==> config.mk <==
export PLATFORM = sky130hd
export DESIGN_NAME = ccff_chain_loader
export DESIGN_NICKNAME = d
export VERILOG_FILES = /design/src/rtl/ccff_chain_loader.sv
export SDC_FILE = /design/constraint.sdc
export NUM_CORES = 1
export LEC_CHECK = 0
export CORE_MARGIN = 3
export CORE_UTILIZATION = 51
export CTS_CLUSTER_DIAMETER = 120
export DETAILED_ROUTE_END_ITERATION = 8
export GPL_ROUTABILITY_DRIVEN = 1
export GPL_TIMING_DRIVEN = 0
export PLACE_DENSITY = 0.78
export SYNTH_ARGS = -nofsm -noshare
export SYNTH_HDL_FRONTEND = slang
export SYNTH_SLANG_ARGS = --single-unit
==> constraint.sdc <==
create_clock -name prog_clk -period 3.4 [get_ports prog_clk]
set_clock_uncertainty 0.2 [all_clocks]
set_input_delay 0.85 -clock prog_clk [delete_from_list [all_inputs] [get_ports prog_clk]]
set_output_delay 0.85 -clock prog_clk [all_outputs]
set_load 0.02 [all_outputs]
==> src/rtl/ccff_chain_loader.sv <==
// ccff_chain_loader: takes configuration words over a valid/ready handshake
// and serializes them MSB-first onto the configuration chain head. It also
// drives the chain shift enable and counts bits, so the chain receives exactly
// CHAIN_LEN bits.
// Optional build macro CCFF_READBACK_EN: while shifting, the loader samples
// ccff_tail and returns the previous chain contents as words on rb_data/rb_valid.
module ccff_chain_loader #(
  parameter  int CHAIN_LEN = 1024,
  parameter  int WORD_W    = 8,
  localparam int CNT_W     = $clog2(CHAIN_LEN + 1)
) (
  input  logic              prog_clk,
  input  logic              reset,
  input  logic              cfg_start,
  input  logic              cfg_abort,
  input  logic [WORD_W-1:0] cfg_data,
  input  logic              cfg_valid,
  output logic              cfg_ready,
  output logic              ccff_head,
  output logic              ccff_shift_en,
  input  logic              ccff_tail,
  output logic              busy,
  output logic              done,
  output logic [CNT_W-1:0]  bit_cnt
`ifdef CCFF_READBACK_EN
  ,
  output logic [WORD_W-1:0] rb_data,
  output logic              rb_valid
`endif
);

  localparam int WB_W = $clog2(WORD_W + 1);

  typedef enum logic [1:0] {IDLE, LOAD, SHIFT, DONE} state_t;

  state_t            state, state_n;
  logic [WORD_W-1:0] sr, sr_n;
  logic [WB_W-1:0]   wbits, wbits_n;
  logic [CNT_W-1:0]  cnt_n;
  logic [CNT_W:0]    cnt_n_p1;
  logic              done_n, ready_n, hs, start_go, fin;

  // A new word may supply fewer bits than WORD_W when it is the tail of the chain.
  function automatic logic [WB_W-1:0] word_bits(input logic [CNT_W-1:0] c);
    int rem;
    rem = CHAIN_LEN - int'(c);
    return (rem > WORD_W) ? WB_W'(WORD_W) : WB_W'(rem);
  endfunction

  assign hs        = cfg_valid & cfg_ready;
  assign ccff_head = sr[WORD_W-1];
  assign cnt_n_p1  = {1'b0, cnt_n} + 1'b1;

  // Next-state logic: abort beats handshake, start+abort in IDLE stays IDLE.
  always_comb begin
    state_n  = state;
    sr_n     = sr;
    wbits_n  = wbits;
    cnt_n    = bit_cnt;
    done_n   = done;
    start_go = 1'b0;
    fin      = 1'b0;
    case (state)
      IDLE, DONE: begin
        if (cfg_start && !(state == IDLE && cfg_abort)) begin
          state_n  = LOAD;
          cnt_n    = '0;
          done_n   = 1'b0;
          start_go = 1'b1;
        end
      end
      LOAD: begin
        if (cfg_abort) begin
          state_n = IDLE;
        end else if (hs) begin
          state_n = SHIFT;
          sr_n    = cfg_data;
          wbits_n = word_bits(bit_cnt);
        end
      end
      SHIFT: begin
        if (cfg_abort) begin
          state_n = IDLE;
        end else begin
          cnt_n   = bit_cnt + 1'b1;
          sr_n    = sr << 1;
          wbits_n = wbits - 1'b1;
          if (cnt_n == CNT_W'(CHAIN_LEN)) begin
            state_n = DONE;
            done_n  = 1'b1;
            fin     = 1'b1;
          end else if (wbits == WB_W'(1)) begin
            // Last bit of this word: chain straight into the next word if offered.
            if (hs) begin
              sr_n    = cfg_data;
              wbits_n = word_bits(cnt_n);
            end else begin
              state_n = LOAD;
            end
          end
        end
      end
      default: state_n = IDLE;
    endcase
  end

  // Ready is registered: high in LOAD, and in the last shift cycle of a word
  // when more bits remain, so a continuous stream has no bubble.
  assign ready_n = (state_n == LOAD) ||
                   (state_n == SHIFT && wbits_n == WB_W'(1) &&
                    cnt_n_p1 < (CNT_W+1)'(CHAIN_LEN));

  // Loader FSM with registered outputs.
  always_ff @(posedge prog_clk or posedge reset) begin
    if (reset) begin
      state         <= IDLE;
      sr            <= '0;
      wbits         <= '0;
      bit_cnt       <= '0;
      done          <= 1'b0;
      busy          <= 1'b0;
      cfg_ready     <= 1'b0;
      ccff_shift_en <= 1'b0;
    end else begin
      state         <= state_n;
      sr            <= sr_n;
      wbits         <= wbits_n;
      bit_cnt       <= cnt_n;
      done          <= done_n;
      busy          <= (state_n == LOAD) || (state_n == SHIFT);
      cfg_ready     <= ready_n;
      ccff_shift_en <= (state_n == SHIFT);
    end
  end

`ifdef CCFF_READBACK_EN
  logic [WORD_W-1:0] rb_sr, rb_shift;
  logic [WB_W-1:0]   rb_cnt, rb_cnt_p1;
  logic              rb_sample;

  assign rb_shift  = WORD_W'({rb_sr, ccff_tail});
  assign rb_cnt_p1 = rb_cnt + 1'b1;
  assign rb_sample = (state == SHIFT) && !cfg_abort;

  // Collect tail bits MSB first; emit full words and a left-aligned final partial word.
  always_ff @(posedge prog_clk or posedge reset) begin
    if (reset) begin
      rb_sr    <= '0;
      rb_cnt   <= '0;
      rb_data  <= '0;
      rb_valid <= 1'b0;
    end else begin
      rb_valid <= 1'b0;
      if (start_go) begin
        rb_cnt <= '0;
      end else if (rb_sample) begin
        rb_sr <= rb_shift;
        if (rb_cnt_p1 == WB_W'(WORD_W) || fin) begin
          rb_data  <= rb_shift << (WB_W'(WORD_W) - rb_cnt_p1);
          rb_valid <= 1'b1;
          rb_cnt   <= '0;
        end else begin
          rb_cnt <= rb_cnt_p1;
        end
      end
    end
  end
`else
  logic unused_tail;
  assign unused_tail = ccff_tail;
`endif

endmodule

==> flow_summary_export.csv <==
group,metric,value,unit
cts,numCtsBuffers,5,
synth,ys_top_cells_by_area,"dfrtp_1, ha_1, a21oi_1, nor2_1, nand2_1",
sta,fmax,297.9,MHz
critical_path,critical_path_peak_fanout,5,
global_routing,met2_usage,39.98,%
critical_path,cp_cell_sequence,"buf_6 -> and3_1 -> and3_2 -> a211oi_2 -> or4_1 -> a2111o_1 -> a21boi_4 -> o31ai_4 -> nand4bb_1 -> o41ai_2",
drt,vias,2753,
global_routing,busiest_layer,"met2",
layout,layoutNonFillerInstCount,438,
flow_run,cap_violations,0,
synth,ys_ff_latch,29,
cts,cts_tree,"done",
synth,synth_top_area_cell,"dfrtp_1",
synth,yosysWarnings,0,
global_routing,met3_usage,3.991,%
synth,synth-async-reset-ratio,100.0,%
critical_path,critPathBufInv,1,
hold_path,worstHoldPathType,"reg2reg",
drt,wl_per_cell,17.29,um
synth,syn_area,0.002547,mm2
sta,timing.hold.ws,0.3301,ns
synth,ys_seq_area_share,28.49,%
drt,vias_per_cell,6.285,
cts,clkSinkCount,29,
synth,ys.flop_type,"dfrtp_1",
global_routing,track_usage,23.87,%
placement,hpwl,5.105,mm
sta,finalMaxSlewViolations,0,
synth,avgSynthCellArea,7.936,um2
die,die_h,76.68,um
placement,io_buffers,28,
power_and_ir_drop,vdd_drop_max,0.3938,mV
die,core,0.004786,mm2
global_routing,use_met1,31.68,%
sta,setup_viol,0,
die,ioPinCount,30,
critical_path,slowest_delay,0.53,ns
critical_path,path_class,"reg2reg",
synth,post-synth-top-count-cell,"dfrtp_1",
synth,synthDistinctLibCells,56,
synth,synth_top_cell_area_share,28.49,%
cts,cts_hold_buf,0,
placement,place.gp.congestion,0.9077,
sta,finalCriticalPeriod,3.357,ns
die,die_area,0.005879,mm2
power_and_ir_drop,leakage,0.001388,uW
layout,diodes,0,
synth,synth_edf_count,0,
critical_path,required,3.38,ns
critical_path,cp-start-kind,"flip-flop",
die,rows,25,
die,initial_utilization,53.23,%
cts,cts_buffer_depth,2,
drt,wl,7.573,mm
sta,finalHoldViolations,0,
die,dieWidth,76.68,um
critical_path,crit_arrival,3.34,ns
cts,cts_root_buf,"clkbuf_8",
placement,dp_cells,416,
synth,syn-num-nets,346,
drt,firstDrtPassIters,6,
sta,final.period_utilization,98.75,%
status,status,"finished, final reports clean",
layout,final_area,0.003361,mm2
critical_path,critical_path.slowest_cell,"or4_1",
layout,synthToLayoutAreaGrowth,31.93,%
layout,layout-drive-gt1-share,21.02,%
sta,worst_pin_slew,1.121,ns
sta,max_slew_margin,25.21,%
layout,nNetsFinal,395,
critical_path,crit_family,"compound AO/OA/AOI/OAI gates",
cts,clk_pin_slew,0.07,ns
placement,placed_area,0.002937,mm2
drt,drtAntennaViolNets,0,
global_routing,grt.overflow.total,0,
power_and_ir_drop,pwr_density_cell,397.9,mW/mm2
synth,syn_inst,321,
global_routing,grt_pass1_vias,2509,
cts,cts.htree.levels,2,
sta,setup_tns,0,ns
synth,yosys-top-cells-count,"dfrtp_1, nor2_1, nand2_1",
drt,first_iter_violations,387,
cts,clkLatencyLatePin,0.29,ns
global_routing,grt_first_pass_wirelength,11.70,mm
critical_path,end_kind,"flip-flop",
global_routing,antenna_found_initial,0,
global_routing,grt_max_degree,30,
drt,drc,0,
power_and_ir_drop,p_total,1337,uW
[worst paths after layout]
kind / start / end / slack, ns / depth (start not counted)
max: bit_cnt[1]$_DFF_PP0_ / cfg_ready$_DFF_PP0_ / 0.04 / 10
min: sr[2]$_DFFE_PP0P_ / sr[2]$_DFFE_PP0P_ / 0.33 / 2
max reg2reg: bit_cnt[1]$_DFF_PP0_ / cfg_ready$_DFF_PP0_ / 0.04 / 10
min reg2reg: sr[2]$_DFFE_PP0P_ / sr[2]$_DFFE_PP0P_ / 0.33 / 2
max in group asynchronous: reset / bit_cnt[4]$_DFF_PP0_ / 1.30 / 2
min in group asynchronous: reset / bit_cnt[3]$_DFF_PP0_ / 0.95 / 2
[metrics by stage]
stage	utilization (%)	setup slack, ns
floorplan	-	0.001615
global placement	61.36	-0.2312
detailed placement	61.36	-0.2287
CTS	65.05	-0.06048
global route	70.22	-0.04722
finish	70.22	0.04265
[report_power, final]
group | leakage, uW | internal [uW] | switching, uW
Clock | 0.0000585 | 239 | 137
Sequential | 0.000369 | 422 | 43.9
Combinational | 0.000961 | 198 | 298
[routing by layer]
layer  vias up  part of all wire (%)
met5         -                     0
met4         0                   2.7
met3        34                   6.0
met2       140                    48
met1      1305                    43
li1       1274                     -
[worst reg2reg max path, cell delays in order (launching register included)]
cell	delay, ns
dfrtp_2	0.44
buf_6	0.12
and3_1	0.20
and3_2	0.28
a211oi_2	0.12
or4_1	0.53
a2111o_1	0.46
a21boi_4	0.18
o31ai_4	0.24
nand4bb_1	0.15
o41ai_2	0.31
[flip-flops by register name, summed over array words and instances (netlist names)]
| register | count |
|---|---|
| bit_cnt | 11 |
| state | 2 |
| done | 1 |
| busy | 1 |
| wbits | 4 |
| ccff_shift_en | 1 |
| cfg_ready | 1 |
| sr | 8 |
[cell usage in the layout, fill, tap and decap left out, types with 3 or more instances in the layout]
cell type / instances
mux2i_1: 6
or3_1: 3
nand2_1: 24
a211o_1: 3
o21ai_0: 15
clkbuf_1: 8
ha_1: 9
dfrtp_2: 4
xnor2_1: 6
inv_1: 18
nand3_1: 15
a21oi_1: 22
nor3_1: 9
nor2_1: 24
nand4_1: 4
nand2b_1: 3
a21o_1: 5
clkbuf_8: 6
and2_1: 3
a21boi_0: 3
o22ai_1: 6
a2111o_1: 3
buf_6: 5
a22o_1: 7
buf_2: 3
clkbuf_2: 6
buf_4: 12
dfrtp_1: 25
nor2b_1: 5
clkdlybuf4s50_1: 28
o31ai_1: 6
clkbuf_4: 3
xor2_1: 5
[repair_timing]
action,in CTS,in global routing
cloned,0,2
pin swaps,4,14
gates resized for setup,11,48
endpoints found under the setup margin,10,9
hold endpoints to repair,0,0
buffers inserted,4,10
[area by class of cell]
class	count	area (um2)
multi-input cells	247	1802
fillers	366	1425
flip-flops and latches	29	730.7
repair buffers	44	411.6
plain buffers	23	136.4
clock buffers	7	86.33
well taps	67	83.83
inverters	20	80.08
clock inverters	1	30.03
[kinds of logic (layout without fill, tap and decap cells)]
group	Yosys count	in the layout	share of synthesized area, %
buf+inv	45	95	7.072
compound gates	101	101	29.32
flops	29	29	28.49
fa+ha+maj	11	11	5.403
xor+xnor	11	11	3.782
simple gates	116	116	22.69
mux	8	8	3.242
No activity file was read; power rests on OpenSTA's default activity.
